<file path="config.mk">
export PLATFORM = sky130hd
export DESIGN_NAME = ppu_mode_sequencer_flat
export DESIGN_NICKNAME = d
export VERILOG_FILES = /design/src/rtl/ppu_mode_sequencer_if.sv /design/src/rtl/ppu_mode_sequencer.sv /design/src/flat_wrapper.sv
export SDC_FILE = /design/constraint.sdc
export NUM_CORES = 1
export LEC_CHECK = 0
export CORE_MARGIN = 3
export CORE_UTILIZATION = 33
export CTS_CLUSTER_DIAMETER = 200
export DETAILED_ROUTE_END_ITERATION = 12
export GPL_ROUTABILITY_DRIVEN = 0
export PLACE_DENSITY = 0.63
export SLEW_MARGIN = 0
export SYNTH_ARGS = -nofsm -noshare
export SYNTH_HDL_FRONTEND = slang
export SYNTH_SLANG_ARGS = --single-unit
</file>
<file path="constraint.sdc">
create_clock -name clk -period 4.3 [get_ports clk]
set_input_delay 1.075 -clock clk [delete_from_list [all_inputs] [get_ports clk]]
set_output_delay 1.075 -clock clk [all_outputs]
set_load 0.02 [all_outputs]
</file>
<file path="src/rtl/ppu_mode_sequencer_if.sv">
// ppu_mode_sequencer_if
//   Bundles the sequencer's control inputs and timing/status outputs.
//   master : the sequencer (drives timing, pulses, status)
//   slave  : the PPU side (drives lcd_en, lyc, stat_sel, fetch_done)
//   Signals: lcd_en, lyc, stat_sel, fetch_done, mode2_start, mode3_start,
//            mode, ly, dot, lyc_match, stat_irq, vblank_irq, frame_done,
//            mode3_len, mode3_timeout
interface ppu_mode_sequencer_if #(
  parameter int LY_W  = 8,
  parameter int DOT_W = 9
);
  logic             lcd_en;
  logic [LY_W-1:0]  lyc;
  logic [3:0]       stat_sel;
  logic             fetch_done;
  logic             mode2_start;
  logic             mode3_start;
  logic [1:0]       mode;
  logic [LY_W-1:0]  ly;
  logic [DOT_W-1:0] dot;
  logic             lyc_match;
  logic             stat_irq;
  logic             vblank_irq;
  logic             frame_done;
  logic [DOT_W-1:0] mode3_len;
  logic             mode3_timeout;

  modport master (
    input  lcd_en, lyc, stat_sel, fetch_done,
    output mode2_start, mode3_start, mode, ly, dot, lyc_match,
           stat_irq, vblank_irq, frame_done, mode3_len, mode3_timeout
  );

  modport slave (
    output lcd_en, lyc, stat_sel, fetch_done,
    input  mode2_start, mode3_start, mode, ly, dot, lyc_match,
           stat_irq, vblank_irq, frame_done, mode3_len, mode3_timeout
  );
endinterface

</file>
<file path="src/rtl/ppu_mode_sequencer.sv">
// ppu_mode_sequencer
//   LCD timing and mode sequencer: dot counter, scanline counter, the
//   2->3->0 mode sequence on visible lines and mode 1 during vblank, start
//   pulses for the OAM-search and pixel-fetch engines, and edge-detected
//   STAT / VBLANK interrupts.
//   Ports:
//     clk  : system clock
//     rst  : synchronous active-high reset
//     bus  : ppu_mode_sequencer_if.master (control inputs, timing outputs)
//   Optional build macro:
//     PPU_LINE153_QUIRK_EN - on the last vblank line, from dot 4 onward, ly
//     (and the LYC compare) reads 0; internal line count is unchanged.
//
//   state | meaning
//   ------+-----------------------------------------------
//   IDLE  | lcd_en low; counters held at 0, no pulses
//   M2    | OAM search, fixed OAM_DOTS clocks
//   M3    | pixel transfer, ends on fetch_done or timeout
//   M0    | hblank, until end of line
//   M1    | vblank lines
module ppu_mode_sequencer #(
  parameter int DOTS_PER_LINE = 456,
  parameter int VISIBLE_LINES = 144,
  parameter int VBLANK_LINES  = 10,
  parameter int OAM_DOTS      = 80,
  parameter int MIN_HBLANK    = 8,
  parameter int LY_W          = 8,
  parameter int DOT_W         = 9
) (
  input  logic clk,
  input  logic rst,
  ppu_mode_sequencer_if.master bus
);

  localparam logic [DOT_W-1:0] DOT_LAST  = DOT_W'(DOTS_PER_LINE - 1);
  localparam logic [DOT_W-1:0] OAM_LAST  = DOT_W'(OAM_DOTS - 1);
  localparam logic [DOT_W-1:0] M3_LAST   = DOT_W'(DOTS_PER_LINE - MIN_HBLANK - 1);
  localparam logic [LY_W-1:0]  LINE_LAST = LY_W'(VISIBLE_LINES + VBLANK_LINES - 1);
  localparam logic [LY_W-1:0]  VIS_LINES = LY_W'(VISIBLE_LINES);

  typedef enum logic [2:0] {S_IDLE, S_M2, S_M3, S_M0, S_M1} state_t;

  state_t           state_q, state_d;
  logic [DOT_W-1:0] dot_q, dot_d;
  logic [LY_W-1:0]  line_q, line_d;
  logic [1:0]       mode_q, mode_d;
  logic             m2_start_q, m2_start_d;
  logic             m3_start_q, m3_start_d;
  logic             vblank_q, vblank_d;
  logic             frame_q, frame_d;
  logic [DOT_W-1:0] m3_len_q, m3_len_d;
  logic             timeout_q, timeout_d;
  logic             stat_line, stat_line_q;
  logic             line_wrap, frame_wrap;
  logic [LY_W-1:0]  ly_rep;
  logic             lyc_hit;

  assign line_wrap  = (dot_q == DOT_LAST);
  assign frame_wrap = line_wrap && (line_q == LINE_LAST);

  always_comb begin
    state_d    = state_q;
    dot_d      = dot_q;
    line_d     = line_q;
    m2_start_d = 1'b0;
    m3_start_d = 1'b0;
    vblank_d   = 1'b0;
    frame_d    = 1'b0;
    m3_len_d   = m3_len_q;
    timeout_d  = timeout_q;

    if (!bus.lcd_en) begin
      state_d = S_IDLE;
      dot_d   = '0;
      line_d  = '0;
    end else if (state_q == S_IDLE) begin
      state_d    = S_M2;
      dot_d      = '0;
      line_d     = '0;
      m2_start_d = 1'b1;
    end else begin
      dot_d = line_wrap ? '0 : dot_q + DOT_W'(1);
      if (line_wrap) line_d = frame_wrap ? '0 : line_q + LY_W'(1);

      case (state_q)
        S_M2: begin
          if (dot_q == OAM_LAST) begin
            state_d    = S_M3;
            m3_start_d = 1'b1;
          end
        end
        S_M3: begin
          // M3 started at dot OAM_DOTS, so its length including this cycle
          // is dot - (OAM_DOTS - 1).
          if (bus.fetch_done) begin
            state_d  = S_M0;
            m3_len_d = dot_q - OAM_LAST;
          end else if (dot_q == M3_LAST) begin
            state_d   = S_M0;
            m3_len_d  = dot_q - OAM_LAST;
            timeout_d = 1'b1;
          end
        end
        S_M0: begin
          if (line_wrap) begin
            if (line_d < VIS_LINES) begin
              state_d    = S_M2;
              m2_start_d = 1'b1;
            end else begin
              state_d  = S_M1;
              vblank_d = 1'b1;
            end
          end
        end
        S_M1: begin
          if (frame_wrap) begin
            state_d    = S_M2;
            m2_start_d = 1'b1;
            frame_d    = 1'b1;
          end
        end
        default: state_d = S_IDLE;
      endcase
    end

    case (state_d)
      S_M2:    mode_d = 2'd2;
      S_M3:    mode_d = 2'd3;
      S_M1:    mode_d = 2'd1;
      default: mode_d = 2'd0;
    endcase
  end

  always_ff @(posedge clk) begin
    if (rst) begin
      state_q     <= S_IDLE;
      dot_q       <= '0;
      line_q      <= '0;
      mode_q      <= 2'd0;
      m2_start_q  <= 1'b0;
      m3_start_q  <= 1'b0;
      vblank_q    <= 1'b0;
      frame_q     <= 1'b0;
      m3_len_q    <= '0;
      timeout_q   <= 1'b0;
      stat_line_q <= 1'b0;
    end else begin
      state_q     <= state_d;
      dot_q       <= dot_d;
      line_q      <= line_d;
      mode_q      <= mode_d;
      m2_start_q  <= m2_start_d;
      m3_start_q  <= m3_start_d;
      vblank_q    <= vblank_d;
      frame_q     <= frame_d;
      m3_len_q    <= m3_len_d;
      timeout_q   <= timeout_d;
      stat_line_q <= stat_line;
    end
  end

`ifdef PPU_LINE153_QUIRK_EN
  localparam logic [DOT_W-1:0] QUIRK_DOT = DOT_W'(4);
  assign ly_rep = (line_q == LINE_LAST && dot_q >= QUIRK_DOT) ? '0 : line_q;
`else
  assign ly_rep = line_q;
`endif

  assign lyc_hit = (ly_rep == bus.lyc);

  // Single OR'd STAT line; only its rising edge interrupts, so a source
  // handing over to another enabled source produces no second pulse.
  assign stat_line = (state_q != S_IDLE) &&
                     ((lyc_hit && bus.stat_sel[3]) ||
                      (mode_q == 2'd2 && bus.stat_sel[2]) ||
                      (mode_q == 2'd1 && bus.stat_sel[1]) ||
                      (mode_q == 2'd0 && bus.stat_sel[0]));

  assign bus.stat_irq      = stat_line && !stat_line_q;
  assign bus.lyc_match     = lyc_hit;
  assign bus.ly            = ly_rep;
  assign bus.dot           = dot_q;
  assign bus.mode          = mode_q;
  assign bus.mode2_start   = m2_start_q;
  assign bus.mode3_start   = m3_start_q;
  assign bus.vblank_irq    = vblank_q;
  assign bus.frame_done    = frame_q;
  assign bus.mode3_len     = m3_len_q;
  assign bus.mode3_timeout = timeout_q;

endmodule

</file>
<file path="src/flat_wrapper.sv">
// flat-port wrapper written by rule: the top's interface ports become plain ports
module ppu_mode_sequencer_flat 
#(
  parameter int DOTS_PER_LINE = 456,
  parameter int VISIBLE_LINES = 144,
  parameter int VBLANK_LINES  = 10,
  parameter int OAM_DOTS      = 80,
  parameter int MIN_HBLANK    = 8,
  parameter int LY_W          = 8,
  parameter int DOT_W         = 9
)
  (clk, rst, bus_lcd_en, bus_lyc, bus_stat_sel, bus_fetch_done, bus_mode2_start, bus_mode3_start, bus_mode, bus_ly, bus_dot, bus_lyc_match, bus_stat_irq, bus_vblank_irq, bus_frame_done, bus_mode3_len, bus_mode3_timeout);
  ppu_mode_sequencer_if #(.LY_W(LY_W), .DOT_W(DOT_W)) bus_i ();
  input  logic clk;
  input  logic rst;
  input wire logic [$bits(bus_i.lcd_en)-1:0] bus_lcd_en;
  input wire logic [$bits(bus_i.lyc)-1:0] bus_lyc;
  input wire logic [$bits(bus_i.stat_sel)-1:0] bus_stat_sel;
  input wire logic [$bits(bus_i.fetch_done)-1:0] bus_fetch_done;
  output wire logic [$bits(bus_i.mode2_start)-1:0] bus_mode2_start;
  output wire logic [$bits(bus_i.mode3_start)-1:0] bus_mode3_start;
  output wire logic [$bits(bus_i.mode)-1:0] bus_mode;
  output wire logic [$bits(bus_i.ly)-1:0] bus_ly;
  output wire logic [$bits(bus_i.dot)-1:0] bus_dot;
  output wire logic [$bits(bus_i.lyc_match)-1:0] bus_lyc_match;
  output wire logic [$bits(bus_i.stat_irq)-1:0] bus_stat_irq;
  output wire logic [$bits(bus_i.vblank_irq)-1:0] bus_vblank_irq;
  output wire logic [$bits(bus_i.frame_done)-1:0] bus_frame_done;
  output wire logic [$bits(bus_i.mode3_len)-1:0] bus_mode3_len;
  output wire logic [$bits(bus_i.mode3_timeout)-1:0] bus_mode3_timeout;
  assign bus_i.lcd_en = bus_lcd_en;
  assign bus_i.lyc = bus_lyc;
  assign bus_i.stat_sel = bus_stat_sel;
  assign bus_i.fetch_done = bus_fetch_done;
  assign bus_mode2_start = bus_i.mode2_start;
  assign bus_mode3_start = bus_i.mode3_start;
  assign bus_mode = bus_i.mode;
  assign bus_ly = bus_i.ly;
  assign bus_dot = bus_i.dot;
  assign bus_lyc_match = bus_i.lyc_match;
  assign bus_stat_irq = bus_i.stat_irq;
  assign bus_vblank_irq = bus_i.vblank_irq;
  assign bus_frame_done = bus_i.frame_done;
  assign bus_mode3_len = bus_i.mode3_len;
  assign bus_mode3_timeout = bus_i.mode3_timeout;
  ppu_mode_sequencer #(.DOTS_PER_LINE(DOTS_PER_LINE), .VISIBLE_LINES(VISIBLE_LINES), .VBLANK_LINES(VBLANK_LINES), .OAM_DOTS(OAM_DOTS), .MIN_HBLANK(MIN_HBLANK), .LY_W(LY_W), .DOT_W(DOT_W)) u_core (.clk(clk), .rst(rst), .bus(bus_i));
endmodule
</file>
==> results of run 1 <==
## worst paths after layout
path                                 from                      end  cells after the start
setup / recovery               bus_lyc[6]             bus_stat_irq                      8
hold / removal    u_core.bus.mode3_len[7]  u_core.bus.mode3_len[7]                      2
setup reg to reg        u_core.bus.dot[0]  u_core.bus.mode3_len[4]                      6
hold reg to reg   u_core.bus.mode3_len[7]  u_core.bus.mode3_len[7]                      2
## final cells by class
| class | count | area [µm²] |
|---|---|---|
| Clock buffer | 5 | 68.8 |
| Clock inverter | 3 | 25.0 |
| Fill cell | 594 | 3140 |
| Inverter | 5 | 20.0 |
| Multi-Input combinational cell | 177 | 1150 |
| Sequential cell | 37 | 741 |
| Tap cell | 72 | 90.1 |
| Timing Repair Buffer | 50 | 500 |
## per-stage QoR
stage / std cells / power [mW]
global route: 349 / 0.661
CTS: 349 / 0.645
global placement: 341 / 0.390
finish: 349 / 0.636
detailed placement: 341 / 0.391
floorplan: 233 / 0.369
## routing by layer
| layer | up-vias | routed length, µm | global-route usage, % |
|---|---|---|---|
| met5 | - | 0 | 0 |
| met4 | 0 | 84 | 5.04 |
| met3 | 9 | 152 | 2.75 |
| met2 | 38 | 2170 | 21.1 |
| met1 | 837 | 2410 | 18.7 |
| li1 | 907 | - | - |
## worst max-delay path, cell delays in order
cell and delay, ns:
clkdlybuf4s50_1 0.47, xnor2_1 0.12, nand4_1 0.09, nor2_1 0.17
a21oi_1 0.10, or2_2 0.31, nor2_1 0.08, clkdlybuf4s50_1 0.60
## power by group
part / internal [mW] / switching (mW)
combinational: 0.0215 / 0.0144
clock: 0.117 / 0.137
sequential: 0.344 / 0.00209
## synthesized netlist by cell type (2+ instances only)
cell,count
clkbuf_8,2
nand3b_1,2
nor3_1,6
or4_1,3
nor4_2,2
nor4_1,3
buf_8,2
buf_2,3
o21ai_0,7
ha_1,3
dfxtp_1,37
nand4b_1,3
and3_2,2
xor2_1,10
o31ai_1,2
o211ai_1,2
nand3_1,6
and4_1,2
or3_1,2
mux2i_1,4
xnor2_1,15
a21oi_1,7
buf_6,2
a211oi_1,8
and3_1,2
nand4_1,7
inv_1,4
nand2_1,16
clkbuf_1,4
or2_2,2
nor2_1,41
## registers in the layout, summed over array words and instances, names as in the netlist
signal / count
u_core.stat_line_q: 1
u_core.bus.mode2_start: 1
u_core.bus.ly: 8
u_core.bus.mode3_len: 9
u_core.bus.mode: 2
u_core.bus.frame_done: 1
u_core.bus.dot: 9
u_core.state_q: 3
u_core.bus.vblank_irq: 1
u_core.bus.mode3_start: 1
u_core.bus.mode3_timeout: 1
## cell families after synthesis
group / after synthesis / synth area share [%]
AND/OR/NAND/NOR: 110 / 30.6
adder cells (fa/ha/maj): 3 / 1.85
multiplexers: 4 / 1.97
XOR/XNOR: 25 / 10.8
flip-flops: 37 / 36.4
buffers and inverters: 19 / 6.77
AO/OA/AOI/OAI: 35 / 11.6
==> flow_summary.toml, run 1 <==
[clocking]
cts_sinks = 37
root_buffer = "clkbuf_8"
clock_path_buffers = 2
path_clk_slew_ns = 0.08
cts_buffers = 5
cts_hold_buf = 0
h-tree-depth = 2
ctsResizeCount = 0
clock_latency_ns = 0.30
cts_tree = "built"
cts_setup_buffers = 0

[logic_synthesis]
ys_types = 53
async_flop_share_pct = 0
yosys_warnings = 0
synthTopCellsByArea = "dfxtp_1 (36%), nor2_1 (7.6%), xnor2_1 (6.5%)"
yosysTopAreaCell = "dfxtp_1"
syn-cell-area_um2 = 2030
synthCells = 233
yosysSeqAreaShare_pct = 36.4
synth-main-ff-cell = "dfxtp_1"
ys_ff_latch = 37
avgSynthCellArea_um2 = 8.73
synth_top_area_share_pct = 36.4
syn-num-nets = 252
synth_edf_count = 0

[floorplan]
start_util_pct = 35.4
die_w_um = 84.5
coreArea_um2 = 5740
die_area_um2 = 7140
io_pins = 51
rows = 27
fp.dieH_um = 84.5

[power]
power-per-cell-area_nw_per_um2 = 245
p_leak_nw = 0.849
ir_worst_vdd_mv = 0.129

[status]
status = "finished clean"

[timing]
finalHoldViolCount = 0
max_freq_ghz = 0.244
timing.hold.ws_ns = 0.486
setup_violations = 0
tns_ns = 0
setup_slack_ns = 0.197
final_max_slew_viol_count = 0
finalCritPeriodShare_pct = 95.4
clock_skew_ns = 0.00867
relSlewSlack_pct = 48.7
min_period_ns = 4.10
tightest_slew_ns = 0.763
rsz0062_at_grt = "no"

[global_routing]
grt_max_degree = 15
grt_pass1_vias = 1657
grt_overflow_total = 0
grt.total_usage_pct = 13.6
grt_pass1_wl_um = 8070
antenna_found_initial = 0

[finish]
areaGrowthSynthToFinish_pct = 27.9
final_cell_mix = "clkdlybuf4s50_1 (50), nor2_1 (41), dfxtp_1 (37)"
diodes = 0
stdcell_area_um2 = 2600
drive_gt1_share_pct = 9.03
final_common_cell = "clkdlybuf4s50_1"
fin_nets = 295
finish.utilization_pct = 45.3

[route]
drc = 0
dr_total_vias = 1791
viasPerCell = 5.13
drtIter0Drc = 77
firstDrtPassIters = 4
totalWireLength_um = 4810
ant_nets = 0
wl_per_cell_um = 13.8

[critical_path]
cp-end-kind = "output port"
arrival_ns = 3.03
r2r_setup_slack_ns = 1.74
required_ns = 3.22
worstSetupPathType = "input port to output port"
cp-start-kind = "input port"
worstPathMaxFanout = 2

[placement]
dpl_worst_slack_ns = 0.162
dp.final_hpwl_um = 3570
post_dp_cell_area_um2 = 2510
portBuffers = 50

[job]
cap_violations = 0

[min_path]
hp-class = "flip-flop to flip-flop"
No activity file was read; power rests on OpenSTA's default activity.
==> run 2, diff against run 1 <==
CTS_CLUSTER_SIZE = 24   (was not set)
==> results of run 2 <==
Final layout, timing and power as in run 1 (identical DEF).
